## src/rtl/al_accel_bpbuf_fifo.sv

```systemverilog
// al_accel_bpbuf_fifo
//   DEPTH-entry, DATA_W-wide circular bypass buffer between an accelerator
//   stage producer and its consumer. While empty, the head output shows a
//   programmable init word. Occupancy/status flags are decoded from the
//   count, and overflow/underflow errors are sticky until clr or reset.
//
// Ports
//   clk          rising-edge clock for all state
//   reset        synchronous active-high reset (clears state and the array)
//   enb          stall enable; when low, push/pop are ignored
//   clr          synchronous flush of pointers, count and error flags
//   bpbuf_di     push data
//   bpbuf_push   load strobe (write at tail)
//   bpbuf_pop    drain strobe (discard head)
//   bpbuf_init   word presented on bpbuf_do while empty
//   bpbuf_do     head entry, or bpbuf_init when empty
//   bpbuf_vld    head valid (count != 0)
//   bpbuf_full   count == DEPTH
//   bpbuf_empty  count == 0
//   bpbuf_cnt    current occupancy
//   bpbuf_ovf    sticky overflow error
//   bpbuf_udf    sticky underflow error
module al_accel_bpbuf_fifo #(
  parameter int DATA_W = 32,
  parameter int DEPTH  = 4,
  localparam int CNT_W = $clog2(DEPTH + 1)
) (
  input  logic              clk,
  input  logic              reset,
  input  logic              enb,
  input  logic              clr,
  input  logic [DATA_W-1:0] bpbuf_di,
  input  logic              bpbuf_push,
  input  logic              bpbuf_pop,
  input  logic [DATA_W-1:0] bpbuf_init,
  output logic [DATA_W-1:0] bpbuf_do,
  output logic              bpbuf_vld,
  output logic              bpbuf_full,
  output logic              bpbuf_empty,
  output logic [CNT_W-1:0]  bpbuf_cnt,
  output logic              bpbuf_ovf,
  output logic              bpbuf_udf
);

  localparam int PTR_W = (DEPTH > 1) ? $clog2(DEPTH) : 1;
  localparam logic [CNT_W-1:0] CNT_FULL = CNT_W'(DEPTH);
  localparam logic [PTR_W-1:0] PTR_LAST = PTR_W'(DEPTH - 1);

  logic [DATA_W-1:0] mem_q [DEPTH];
  logic [DATA_W-1:0] mem_d [DEPTH];
  logic [PTR_W-1:0]  wp_q, wp_d;
  logic [PTR_W-1:0]  rp_q, rp_d;
  logic [CNT_W-1:0]  cnt_q, cnt_d;
  logic              ovf_q, ovf_d;
  logic              udf_q, udf_d;

  logic full, empty, push_ok, pop_ok;

  // Explicit wrap so non-power-of-two depths stay within 0..DEPTH-1.
  function automatic logic [PTR_W-1:0] ptr_inc(input logic [PTR_W-1:0] p);
    return (p == PTR_LAST) ? '0 : p + 1'b1;
  endfunction

  assign full  = (cnt_q == CNT_FULL);
  assign empty = (cnt_q == '0);

  // A pop on empty is never accepted, so push+pop on empty only pushes.
  // At full, a simultaneous pop frees the head slot for the incoming word.
  assign pop_ok  = enb & bpbuf_pop & ~empty;
  assign push_ok = enb & bpbuf_push & (~full | pop_ok);

  always_comb begin
    mem_d = mem_q;
    wp_d  = wp_q;
    rp_d  = rp_q;
    cnt_d = cnt_q;
    ovf_d = ovf_q;
    udf_d = udf_q;
    if (clr) begin
      // Flush wins over any strobe this cycle; array contents are kept.
      wp_d  = '0;
      rp_d  = '0;
      cnt_d = '0;
      ovf_d = 1'b0;
      udf_d = 1'b0;
    end else begin
      if (push_ok) begin
        mem_d[wp_q] = bpbuf_di;
        wp_d        = ptr_inc(wp_q);
      end
      if (pop_ok) begin
        rp_d = ptr_inc(rp_q);
      end
      if (push_ok && !pop_ok) begin
        cnt_d = cnt_q + 1'b1;
      end else if (pop_ok && !push_ok) begin
        cnt_d = cnt_q - 1'b1;
      end
      if (enb && bpbuf_push && full && !bpbuf_pop) begin
        ovf_d = 1'b1;
      end
      if (enb && bpbuf_pop && empty) begin
        udf_d = 1'b1;
      end
    end
  end

  always_ff @(posedge clk) begin
    if (reset) begin
      for (int i = 0; i < DEPTH; i++) begin
        mem_q[i] <= '0;
      end
      wp_q  <= '0;
      rp_q  <= '0;
      cnt_q <= '0;
      ovf_q <= 1'b0;
      udf_q <= 1'b0;
    end else begin
      mem_q <= mem_d;
      wp_q  <= wp_d;
      rp_q  <= rp_d;
      cnt_q <= cnt_d;
      ovf_q <= ovf_d;
      udf_q <= udf_d;
    end
  end

  // Combinational head mux so an init change while empty shows immediately.
  assign bpbuf_do    = empty ? bpbuf_init : mem_q[rp_q];
  assign bpbuf_vld   = ~empty;
  assign bpbuf_full  = full;
  assign bpbuf_empty = empty;
  assign bpbuf_cnt   = cnt_q;
  assign bpbuf_ovf   = ovf_q;
  assign bpbuf_udf   = udf_q;

endmodule

```

## config.mk

```make
export PLATFORM = sky130hd
export DESIGN_NAME = al_accel_bpbuf_fifo
export DESIGN_NICKNAME = d
export VERILOG_FILES = /design/src/rtl/al_accel_bpbuf_fifo.sv
export SDC_FILE = /design/constraint.sdc
export NUM_CORES = 1
export LEC_CHECK = 0
export ABC_CLOCK_PERIOD_IN_PS = 5400
export BUFFER_PORTS_ARGS = -buffer_cell sky130_fd_sc_hd__buf_4
export CAP_MARGIN = 20
export CORE_MARGIN = 2
export CORE_UTILIZATION = 40
export CTS_CLUSTER_DIAMETER = 80
export DETAILED_ROUTE_END_ITERATION = 10
export PLACE_DENSITY = 0.61
export SETUP_SLACK_MARGIN = 0.05
export SYNTH_ARGS = -nofsm -noshare
export SYNTH_HDL_FRONTEND = slang
export SYNTH_SLANG_ARGS = --single-unit
```

## constraint.sdc

```tcl
create_clock -name clk -period 5.4 [get_ports clk]
set_clock_uncertainty 0.15 [all_clocks]
set_input_delay 1.08 -clock clk [delete_from_list [all_inputs] [get_ports clk]]
set_output_delay 1.08 -clock clk [all_outputs]
set_load 0.02 [all_outputs]
```

Yosys cells after proc, flatten, opt, wreduce, memory -nomap -nowiden
Cells that the tools add are included.
{"block": "totals", "regBits": 137, "in_bits": 70, "out_inout_bits": 40, "word_cells": 55}
{"block": "classes", "addsub": 4, "order_cmp": 3, "eq_ne": 3, "mux": 11, "bitwise_logic": 10, "n_reduce_logical": 15}
{"operator": "bitwise mux 128 bit", "count": 1}
{"operator": "2-to-1 mux 32 bit", "count": 4}
{"operator": "binary-select mux 32 bit (select 2 bit)", "count": 1}
{"operator": "demux 32 bit (select 2 bit)", "count": 1}
{"operator": "logical AND 1 bit", "count": 8}
{"operator": "greater-or-equal comparator 3 bit (second input constant)", "count": 2}
{"operator": "2-to-1 mux 3 bit", "count": 2}
{"operator": "NOT 2 -> 3 bit", "count": 2}
{"operator": "adder 2 x 1 -> 2 bit (second input constant)", "count": 2}
{"operator": "bitwise AND 1 bit", "count": 4}
{"operator": "equality test 2 bit (second input constant)", "count": 2}
{"operator": "2-to-1 mux 2 bit", "count": 2}
{"operator": "adder 3 x 1 -> 3 bit (second input constant)", "count": 1}
{"operator": "equality test 3 bit (second input constant)", "count": 1}
{"operator": "zero test 1 bit", "count": 3}
{"operator": "zero test 3 bit", "count": 1}
{"operator": "< comparator 3 x 1 -> 1 bit (second input constant)", "count": 1}
{"operator": "NOT 1 bit", "count": 3}
{"operator": "subtractor 3 x 1 -> 3 bit (second input constant)", "count": 1}
{"operator": "AND reduction 2 bit", "count": 1}
{"operator": "nonzero test 2 bit", "count": 1}
{"operator": "OR reduction 2 bit", "count": 1}
{"operator": "bitwise OR 1 bit", "count": 1}

Logic depth before layout (Yosys ltp)
Gate-level depths: netlist of run 1.
{"block": "logic_depth", "depth_word": 9, "ltp_mapped": 8, "depth_no_buf": 8}

Worst setup path after synthesis of run 1
Ideal clock, no wire load.
{"block": "synth_path", "kind": "reg2out", "start": "reg cnt_q[0] (netlist: bpbuf_cnt[0])", "end": "out bpbuf_do[0]", "arrival_time_ps": 1786, "t_required_ps": 4170, "setup_slack_ps": 2384, "path_stages_with_launch": 4, "n_path_buf": 1, "cell_sequence": "dfxtp_1 -> nor3_2 -> clkbuf_1 -> mux2_2"}
{"block": "synth_via", "elab_chain_cells": 2}
{"element": "from (decl)", "line": "53", "source": "logic [CNT_W-1:0] cnt_q, cnt_d;"}
{"element": "from (signal assigned)", "line": "122", "source": "cnt_q <= cnt_d;"}
{"element": "zero test 3 bit", "line": "65", "source": "assign empty = (cnt_q == '0);"}
{"element": "net bpbuf_empty", "line": "39", "source": "output logic bpbuf_empty,"}
{"element": "2-to-1 mux 32 bit", "line": "129", "source": "assign bpbuf_do = empty ? bpbuf_init : mem_q[rp_q];"}
{"element": "to (decl)", "line": "36", "source": "output logic [DATA_W-1:0] bpbuf_do,"}
The timed path passes the listed nets, and every way through them passes these cells.

Worst setup path in the final report of run 1
{"block": "layout_path", "start": "reg rp_q[1]", "end": "out bpbuf_do[8]"}
{"block": "layout_via", "elab_chain_cells": 5}
{"element": "from (decl)", "line": "52", "source": "logic [PTR_W-1:0] rp_q, rp_d;"}
{"element": "from (signal assigned)", "line": "121", "source": "rp_q <= rp_d;"}
{"element": "NOT 2 -> 3 bit (not written as such)", "line": "129"}
{"element": "binary-select mux 32 bit (select 2 bit)", "line": "129"}
{"element": "2-to-1 mux 32 bit (not written as such) (2 in a row)", "line": "129"}
{"element": "2-to-1 mux 32 bit", "line": "129"}
No other way between the ends. The select of a mux whose other input is x is not followed.

==> flow_metrics.tcl, run 1 <==
set metrics [dict create \
    via_per_inst 5.02 \
    synth.distinct_cells 33 \
    dpl.hpwl_um 9210 \
    cts-root-buf "clkbuf_16" \
    layout_setup_ws_ns 1.48 \
    antenna_cells 0 \
    fin_crit_ns 3.92 \
    ctsHtreeMaxLevel 4 \
    grt_pass1_wl_um 24200 \
    post_cts_resize_count 0 \
    power_mw 2.55 \
    timing.hold.ws_ns 0.322 \
    num_vias 4540 \
    die_area_mm2 0.0179 \
    io_pins 110 \
    place.port_buffers 109 \
    cts_buffer_depth 2 \
    critPathCaptureType "output port" \
    yosysTopAreaCell "dfxtp_1" \
    syn_area_mm2 0.00675 \
    status "complete, no violations" \
    placed_area_mm2 0.00763 \
    worstMarginPinSlew_ns 1.02 \
    ys_seq_elements 137 \
    max_slew_margin 0.322 \
    clock-sinks 137 \
    clkTransAtPathRegs_ns 0.06 \
    p_per_area_mw_per_mm2 308 \
    fp.dieW_um 134 \
    fin_area_mm2 0.00829 \
    cp-start-kind "register" \
    cts_setup_buffers 0 \
    initial_core_util 0.408 \
    grt_pass1_vias 4713 \
    required_ns 4.17 \
    rr_worst_depth 7 \
    clock.fmax_mhz 255 \
    firstDrtPassIters 4 \
    ant_nets 0 \
    grt_max_degree 162 \
    peakVddDrop_uv 221 \
    drt_iter0_drc 185 \
    grt_remaining_overflow 0 \
    critPathArrivalTime_ns 2.69 \
    finalCritPeriodShare 0.726 \
    yosysWarnings 0 \
    slew_viol_final 0 \
    cts_hold_buffers 0 \
    fin_tns_setup_ns 0 \
    route.detailed.drc 0 \
    final_nets 749 \
    whs_path_depth 2 \
    drive_gt1_frac 0.311 \
    core.rowCount 47 \
    ys_seq_area_frac 0.407 \
    wl_um 15000 \
    area_growth_syn_to_layout_pct 22.9 \
    synth_top_area_frac 0.407 \
    setup_viol 0 \
    synth_area_leaders "dfxtp_1 (41%), mux2i_1 (19%), nand2b_1 (15%)" \
    crit_path_max_fanout 22 \
    synth_area_per_cell_um2 11.5 \
    path_class "reg -> out" \
    final_cells 905 \
    core_mm2 0.0165 \
    place_inst 872 \
    power.leakage_nw 3.70 \
    antenna_found_initial 0 \
    cap_violations 0 \
    clk_latency_ns 0.42 \
    hold_path_class "reg -> reg" \
    hold_violations 0 \
    track_usage 0.173 \
    synth_cells 585 \
    final_util 0.502 \
    fillCellCount 1467 \
    gp_congestion 0.738 \
    numCtsBuffers 17 \
    rsz0062_at_grt "false" \
    synthesis.nets 662 \
    cts_tree "built" \
    place_ws_ns 1.84 \
    avgRoutedWirePerCell_um 16.5 \
    die_h_um 134 \
]
==> Yosys cell counts (all sizes together) <==
cell type	instances
clkbuf	28
nor3b	1
or4	1
dfxtp	137
mux2	32
or2	1
o21ai	3
ha	6
fa	1
nand2	4
inv	5
or3	2
buf	16
a21oi	4
and4b	2
nor4b	1
or4b	1
xor2	2
o311ai	1
nor2	6
a31oi	2
nand2b	160
nor3	1
mux2i	130
nand3	1
and2	3
mux4	32
nand4b	2
==> per-layer routing <==
layer  track usage  part of all wire  wire length [um]
met1         0.208              0.44              6600
met2         0.297              0.51              7620
met3        0.0397             0.033               495
met4        0.0715             0.017               254
met5             0                 0                 0
==> cells by family (layout without fill, tap and decap cells) <==
kind of cell | after synthesis | in the layout | share of synthesized area
multiplexers | 194 | 194 | 0.353
XOR/XNOR | 2 | 2 | 0.00260
flip-flops | 137 | 137 | 0.407
adder cells (fa/ha/maj) | 7 | 7 | 0.0141
AND/OR/NAND/NOR | 186 | 186 | 0.176
buffers and inverters | 49 | 149 | 0.0395
AO/OA/AOI/OAI | 10 | 10 | 0.00835
==> critical path, stage by stage, from the launching register on <==
cell and delay (ns):
dfxtp_2 0.88, buf_4 0.41, mux4_2 0.55, mux2_2 0.27, buf_4 0.16
==> flip-flops by register name (all words and copies together), names as in the netlist <==
signal,flops
mem_q,128
bpbuf_cnt,3
rp_q,2
wp_q,2
bpbuf_ovf,1
bpbuf_udf,1
==> cell usage in the layout, fill, tap and decap left out, types with 2 or more instances in the layout <==
cell       count
and4b_1        2
clkbuf_16     17
dfxtp_1      135
dfxtp_2        2
mux4_2        32
nand2_1        3
a31oi_1        2
buf_4        111
nand2b_1     160
clkbuf_1       3
nand4b_4       2
a21oi_1        4
ha_1           6
nor2_1         6
or3_1          2
o21ai_0        3
inv_1          5
clkbuf_8       4
xor2_1         2
clkinv_2       4
mux2i_1      130
and2_1         2
mux2_2        32
bufinv_16      4
==> final cells by class <==
class	count	area (um2)	share of cell area
Multi-Input combinational cell	399	3760	0.453
Sequential cell	137	2750	0.331
Timing Repair Buffer	112	861	0.104
Clock buffer	24	492	0.0593
Tap cell	220	275	0.0332
Clock inverter	8	140	0.0169
Inverter	5	18.8	0.00226
==> path summary, 6_finish.rpt <==
path / from / to / slack, ns
max reg2reg: bpbuf_cnt[0] / bpbuf_cnt[2] / 2.53
max: rp_q[1] / bpbuf_do[8] / 1.48
min: mem_q[85] / mem_q[85] / 0.32
min reg2reg: mem_q[85] / mem_q[85] / 0.32
==> report_power, final <==
part | switching (mW) | internal [mW] | total, mW
combinational | 0.130 | 0.149 | 0.279
clock | 0.420 | 0.819 | 1.24
sequential | 0.0103 | 1.02 | 1.03
total | 0.560 | 1.99 | 2.55
Note: power is estimated with default switching activity, not from simulation.
==> inputs of run 2 (changes only) <==
--- a/config.mk
+++ b/config.mk
@@ -5,7 +5,7 @@
 export SDC_FILE = /design/constraint.sdc
 export NUM_CORES = 1
 export LEC_CHECK = 0
-export ABC_CLOCK_PERIOD_IN_PS = 5400
+export ABC_CLOCK_PERIOD_IN_PS = 3900
 export BUFFER_PORTS_ARGS = -buffer_cell sky130_fd_sc_hd__buf_4
 export CAP_MARGIN = 20
 export CORE_MARGIN = 2
==> constraint.sdc (replaced) <==
create_clock -name clk -period 3.9 [get_ports clk]
set_clock_uncertainty 0.15 [all_clocks]
set_input_delay 0.78 -clock clk [delete_from_list [all_inputs] [get_ports clk]]
set_output_delay 0.78 -clock clk [all_outputs]
set_load 0.02 [all_outputs]
==> run 2 against run 1 <==
  * Combinational power grew 40%
  * Wire length down 1.6%
  * Total power is 30% higher
  * Global-route usage rose by 0.18 points
  * Sequential power is 39% higher
  * Register-to-register slack worse by 1.4 ns
  * Final area shrank 0.39%
  * Via count is 0.26% lower
  * Highest routed layer unchanged
==> flow_metrics.tcl, run 2 (synthesis results as in run 1) <==
set metrics [dict create \
    finalCritPeriodShare 0.833 \
    avgRoutedWirePerCell_um 16.3 \
    regMostFlops "mem_q" \
    ctsHtreeMaxLevel 4 \
    gp_congestion 0.715 \
    drive_gt1_frac 0.308 \
    cts_hold_buffers 0 \
    track_usage 0.174 \
    required_ns 2.97 \
    die_h_um 134 \
    placed_area_mm2 0.00768 \
    cp-endpoint "bpbuf_do[5]" \
    slew_viol_final 0 \
    grt_max_degree 155 \
    crit_path_max_fanout 25 \
    grt_pass1_vias 4853 \
    hold_path_class "reg -> reg" \
    setup_viol 0 \
    cts-root-buf "clkbuf_16" \
    initial_core_util 0.408 \
    timing.critical_path.mode_cell "buf_4" \
    max_slew_margin 0.372 \
    rr_endpoint "bpbuf_cnt[2]" \
    min-delay-start "mem_q[64]" \
    switching_share 0.222 \
    grt_remaining_overflow 0 \
    antenna_found_initial 0 \
    io_pins 110 \
    status "complete, no violations" \
    via_per_inst 5.00 \
    cp-start-kind "register" \
    largest_reg_flops 128 \
    cap_violations 0 \
    fin_crit_ns 3.25 \
    core.rowCount 47 \
    layout_common_cells "nand2b_1 (160), dfxtp_1 (135), mux2i_1 (130)" \
    cts_tree "built" \
    place_ws_ns 1.03 \
    clock-sinks 137 \
    critPathCaptureType "output port" \
    core_mm2 0.0165 \
    switching_power_uw 737 \
    clock.fmax_mhz 308 \
    fin_area_mm2 0.00826 \
    grt_pass1_wl_um 24700 \
    rsz0062_at_grt "false" \
    cts_buffer_depth 2 \
    rr_startpoint "bpbuf_cnt[0]" \
    p_seq_frac 0.431 \
    num_vias 4528 \
    dpl.hpwl_um 9330 \
    clk_latency_ns 0.41 \
    cp_slowest_cell "dfxtp_2" \
    fin_tns_setup_ns 0 \
    die_area_mm2 0.0179 \
    power_mw 3.32 \
    numCtsBuffers 17 \
    rr_worst_depth 7 \
    path_class "reg -> out" \
    place.port_buffers 109 \
    intPower_mw 2.58 \
    cp-startpoint "rp_q[0]" \
    final_nets 752 \
    route.detailed.drc 0 \
    final_common_cell "nand2b_1" \
    area_growth_syn_to_layout_pct 22.4 \
    worstMarginPinSlew_ns 0.941 \
    clkTransAtPathRegs_ns 0.05 \
    clockPowerShare 0.451 \
    layout_setup_ws_ns 0.649 \
    hold_violations 0 \
    pwr-share-comb 0.118 \
    critPathArrivalTime_ns 2.32 \
    power.leakage_nw 3.68 \
    post_cts_resize_count 0 \
    cts_setup_buffers 0 \
    path_cells "buf_4 > mux4_2 > mux2_2 > buf_4" \
    drt_iter0_drc 180 \
    antenna_cells 0 \
    rrSetupSlack_ns 1.09 \
    cp_slowest_stage_delay_ns 0.78 \
    peakVddDrop_uv 299 \
    ant_nets 0 \
    fillCellCount 1471 \
    p_per_area_mw_per_mm2 402 \
    fp.dieW_um 134 \
    firstDrtPassIters 4 \
    wl_um 14700 \
]
==> run 2: per-layer routing <==
layer,wire (um),global-route usage,vias up,part of all wire
met3,509,0.0420,13,0.035
met4,163,0.0532,0,0.011
met5,0,0,-,0
met2,7540,0.307,80,0.51
met1,6520,0.211,2209,0.44
li1,-,-,2226,-
==> run 2: critical path: cells and delay by family (launching register included) <==
family   cells  cell delay (ns)
flops        1             0.78
mux          2             0.62
buf+inv      2             0.50
==> run 2: worst min-delay path by stage <==
stage               cells past startpoint         to
finish                                  2  mem_q[64]
global route                            2   mem_q[8]
CTS                                     2  mem_q[64]
detailed placement                      2  mem_q[64]
global placement                        2  mem_q[61]
floorplan                               2  mem_q[64]
==> run 2: through the flow <==
| stage | cells | utilization | hold WS [ns] |
|---|---|---|---|
| 2_1_floorplan | 585 | - | 0.295 |
| 3_3_place_gp | 875 | 0.465 | 0.305 |
| 3_5_place_dp | 875 | 0.465 | 0.312 |
| 4_1_cts | 905 | 0.498 | 0.323 |
| 5_1_grt | 906 | 0.500 | 0.340 |
| 6_report | 906 | 0.500 | 0.320 |
==> run 2: final cells by class <==
type / count / area (um2) / share of cell area
clock buffers: 28 / 517 / 0.0626
clock inverters: 2 / 35.0 / 0.00424
flip-flops and latches: 137 / 2750 / 0.332
multi-input cells: 399 / 3760 / 0.455
repair buffers: 115 / 908 / 0.110
well taps: 220 / 275 / 0.0333
inverters: 5 / 18.8 / 0.00227
==> run 2: power groups by stage <==
stage               sequential, mW  combinational, mW  clock [mW]
global route                  1.43              0.421        1.59
finish                        1.43              0.391        1.50
floorplan                     1.46              0.235           0
detailed placement            1.46              0.393           0
global placement              1.46              0.387           0
CTS                           1.43              0.395        1.53
==> inputs of run 3 (changes only) <==
--- a/config.mk
+++ b/config.mk
@@ -5,14 +5,14 @@
 export SDC_FILE = /design/constraint.sdc
 export NUM_CORES = 1
 export LEC_CHECK = 0
-export ABC_CLOCK_PERIOD_IN_PS = 3900
+export ABC_CLOCK_PERIOD_IN_PS = 2750
 export BUFFER_PORTS_ARGS = -buffer_cell sky130_fd_sc_hd__buf_4
 export CAP_MARGIN = 20
 export CORE_MARGIN = 2
 export CORE_UTILIZATION = 40
 export CTS_CLUSTER_DIAMETER = 80
 export DETAILED_ROUTE_END_ITERATION = 10
-export PLACE_DENSITY = 0.61
+export PLACE_DENSITY = 0.63
 export SETUP_SLACK_MARGIN = 0.05
 export SYNTH_ARGS = -nofsm -noshare
 export SYNTH_HDL_FRONTEND = slang
==> constraint.sdc (replaced) <==
create_clock -name clk -period 2.75 [get_ports clk]
set_clock_uncertainty 0.15 [all_clocks]
set_input_delay 0.55 -clock clk [delete_from_list [all_inputs] [get_ports clk]]
set_output_delay 0.55 -clock clk [all_outputs]
set_load 0.02 [all_outputs]
==> run 3 against run 2 <==
  * Die area stayed put
  * Utilization is 1.8 points higher
  * Setup slack worse by 0.57 ns
  * Flip-flop and latch count stayed put
  * First-iteration DRC count is 8.9% lower
  * Total power is 41% higher
  * Final area is 3.7% higher
  * Non-clock buffer count is 20 higher
  * Wire length is 3.9% higher
  * Via count is 2.2% higher
  * Register-to-register slack worse by 0.81 ns
  * Global-route usage is 0.12 points higher
  * Highest routed layer unchanged
==> flow_metrics.tcl, run 3 (synthesis results as in run 1) <==
set metrics [dict create \
    intPower_mw 3.62 \
    peakVddDrop_uv 418 \
    fin_crit_ns 2.67 \
    grt_max_degree 82 \
    rr_worst_depth 7 \
    cts_buffer_depth 2 \
    max_slew_margin 0.558 \
    finalCritPeriodShare 0.970 \
    firstDrtPassIters 6 \
    clockPowerShare 0.441 \
    wl_um 15300 \
    final_common_cell "nand2b_1" \
    clkTransAtPathRegs_ns 0.06 \
    cp_slowest_cell "mux4_2" \
    switching_share 0.228 \
    final_nets 772 \
    clock-sinks 137 \
    clk_latency_ns 0.41 \
    die_area_mm2 0.0179 \
    route.detailed.drc 0 \
    via_per_inst 5.00 \
    layout_common_cells "nand2b_1 (160), dfxtp_1 (135), mux2i_1 (130)" \
    cp_slowest_stage_delay_ns 0.50 \
    slew_viol_final 0 \
    core.rowCount 47 \
    cp-startpoint "rp_q[1]" \
    worstMarginPinSlew_ns 0.663 \
    cts_hold_buffers 0 \
    antenna_found_initial 0 \
    grt_pass1_vias 4842 \
    path_cells "clkbuf_16 > mux4_2 > mux2_2 > buf_4" \
    power.leakage_nw 3.87 \
    fp.dieW_um 134 \
    critPathCaptureType "output port" \
    core_mm2 0.0165 \
    min-delay-start "bpbuf_pop" \
    switching_power_mw 1.07 \
    critPathArrivalTime_ns 1.97 \
    crit_path_max_fanout 6 \
    grt_remaining_overflow 0 \
    antenna_cells 0 \
    initial_core_util 0.408 \
    layout_setup_ws_ns 0.0821 \
    drt_iter0_drc 164 \
    gp_congestion 0.725 \
    required_ns 2.05 \
    ant_nets 0 \
    regMostFlops "mem_q" \
    rr_startpoint "bpbuf_cnt[2]" \
    status "complete, no violations" \
    track_usage 0.176 \
    avgRoutedWirePerCell_um 16.5 \
    rsz0062_at_grt "true" \
    grt_pass1_wl_um 24700 \
    final_util 0.518 \
    clock.fmax_mhz 375 \
    ctsHtreeMaxLevel 4 \
    drive_gt1_frac 0.329 \
    hold_violations 0 \
    pwr-share-comb 0.128 \
    numCtsBuffers 17 \
    rr_endpoint "bpbuf_cnt[2]" \
    hold_path_class "in -> reg" \
    cts_tree "built" \
    fillCellCount 1486 \
    cp_num_cells 4 \
    io_pins 110 \
    p_seq_frac 0.431 \
    fin_tns_setup_ns 0 \
    largest_reg_flops 128 \
    cts-root-buf "clkbuf_16" \
    die_h_um 134 \
    critPathBufInv 2 \
    timing.hold.ws_ns 0.282 \
    num_vias 4627 \
    cap_violations 0 \
    setup_viol 0 \
    place_ws_ns 0.276 \
    cp-start-kind "register" \
    dpl.hpwl_um 9950 \
    crit_family "multiplexers" \
    area_growth_syn_to_layout_pct 26.9 \
    p_per_area_mw_per_mm2 548 \
    place.port_buffers 109 \
    path_class "reg -> out" \
    cp-endpoint "bpbuf_do[24]" \
    rrSetupSlack_ns 0.28 \
]
## run 3: cell count changes in the layout (fill, tap and decap cells not counted), sizes merged
| cell | change |
|---|---|
| buf | +19 |
| bufinv | -1 |
| clkbuf | +1 |
| clkinv | +1 |
## run 3: what timing repair did
| item | in CTS | in global routing |
|---|---|---|
| gates cloned | 1 | 1 |
| setup endpoints to repair | 28 | 29 |
| gates resized for setup | 4 | 21 |
| buffers inserted | 0 | 6 |
## run 3: stage by stage
stage,total power [mW],instances,area (um2)
final,4.69,926,8560
after global routing,4.88,926,8560
after CTS,4.72,919,8410
after detailed placement,2.64,888,7840
after global placement,2.63,888,7840
after floorplan,2.40,585,6750
## run 3: power by group through the flow
stage,Clock [mW],Combinational [mW],Sequential (mW)
floorplan,0,0.333,2.07
finish,2.07,0.600,2.02
global route,2.21,0.641,2.02
detailed placement,0,0.575,2.07
global placement,0,0.567,2.07
CTS,2.12,0.577,2.02
## run 3: worst register-to-register path, stage by stage, from the launching register on
cell	delay (ns)
dfxtp_1	0.39
o311ai_0	0.51
ha_1	0.28
inv_1	0.06
fa_1	0.37
xor2_1	0.17
or3_1	0.30
a21oi_1	0.15
## run 3: layout make-up
cell class,instances,area (um2),area share
Multi-Input combinational cell,399,3800,0.444
Sequential cell,137,2750,0.321
Timing Repair Buffer,135,1180,0.138
Clock buffer,28,527,0.0615
Tap cell,220,275,0.0321
Inverter,5,18.8,0.00219
Clock inverter,2,10.0,0.00117
## run 3: worst min-delay path by stage
stage,depth (start not counted),slack (ns),endpoint
detailed placement,2,0.31,mem_q[41]
CTS,3,0.26,bpbuf_udf
global placement,2,0.30,bpbuf_udf
finish,3,0.28,bpbuf_udf
floorplan,2,0.30,mem_q[64]
global route,3,0.31,bpbuf_udf
## run 3: layer usage
| layer | routed length, um | vias to the layer above | track usage |
|---|---|---|---|
| met4 | 195 | 0 | 0.0544 |
| met1 | 6740 | 2278 | 0.221 |
| met3 | 555 | 11 | 0.0382 |
| met5 | 0 | - | 0 |
| met2 | 7820 | 77 | 0.301 |
| li1 | - | 2261 | - |
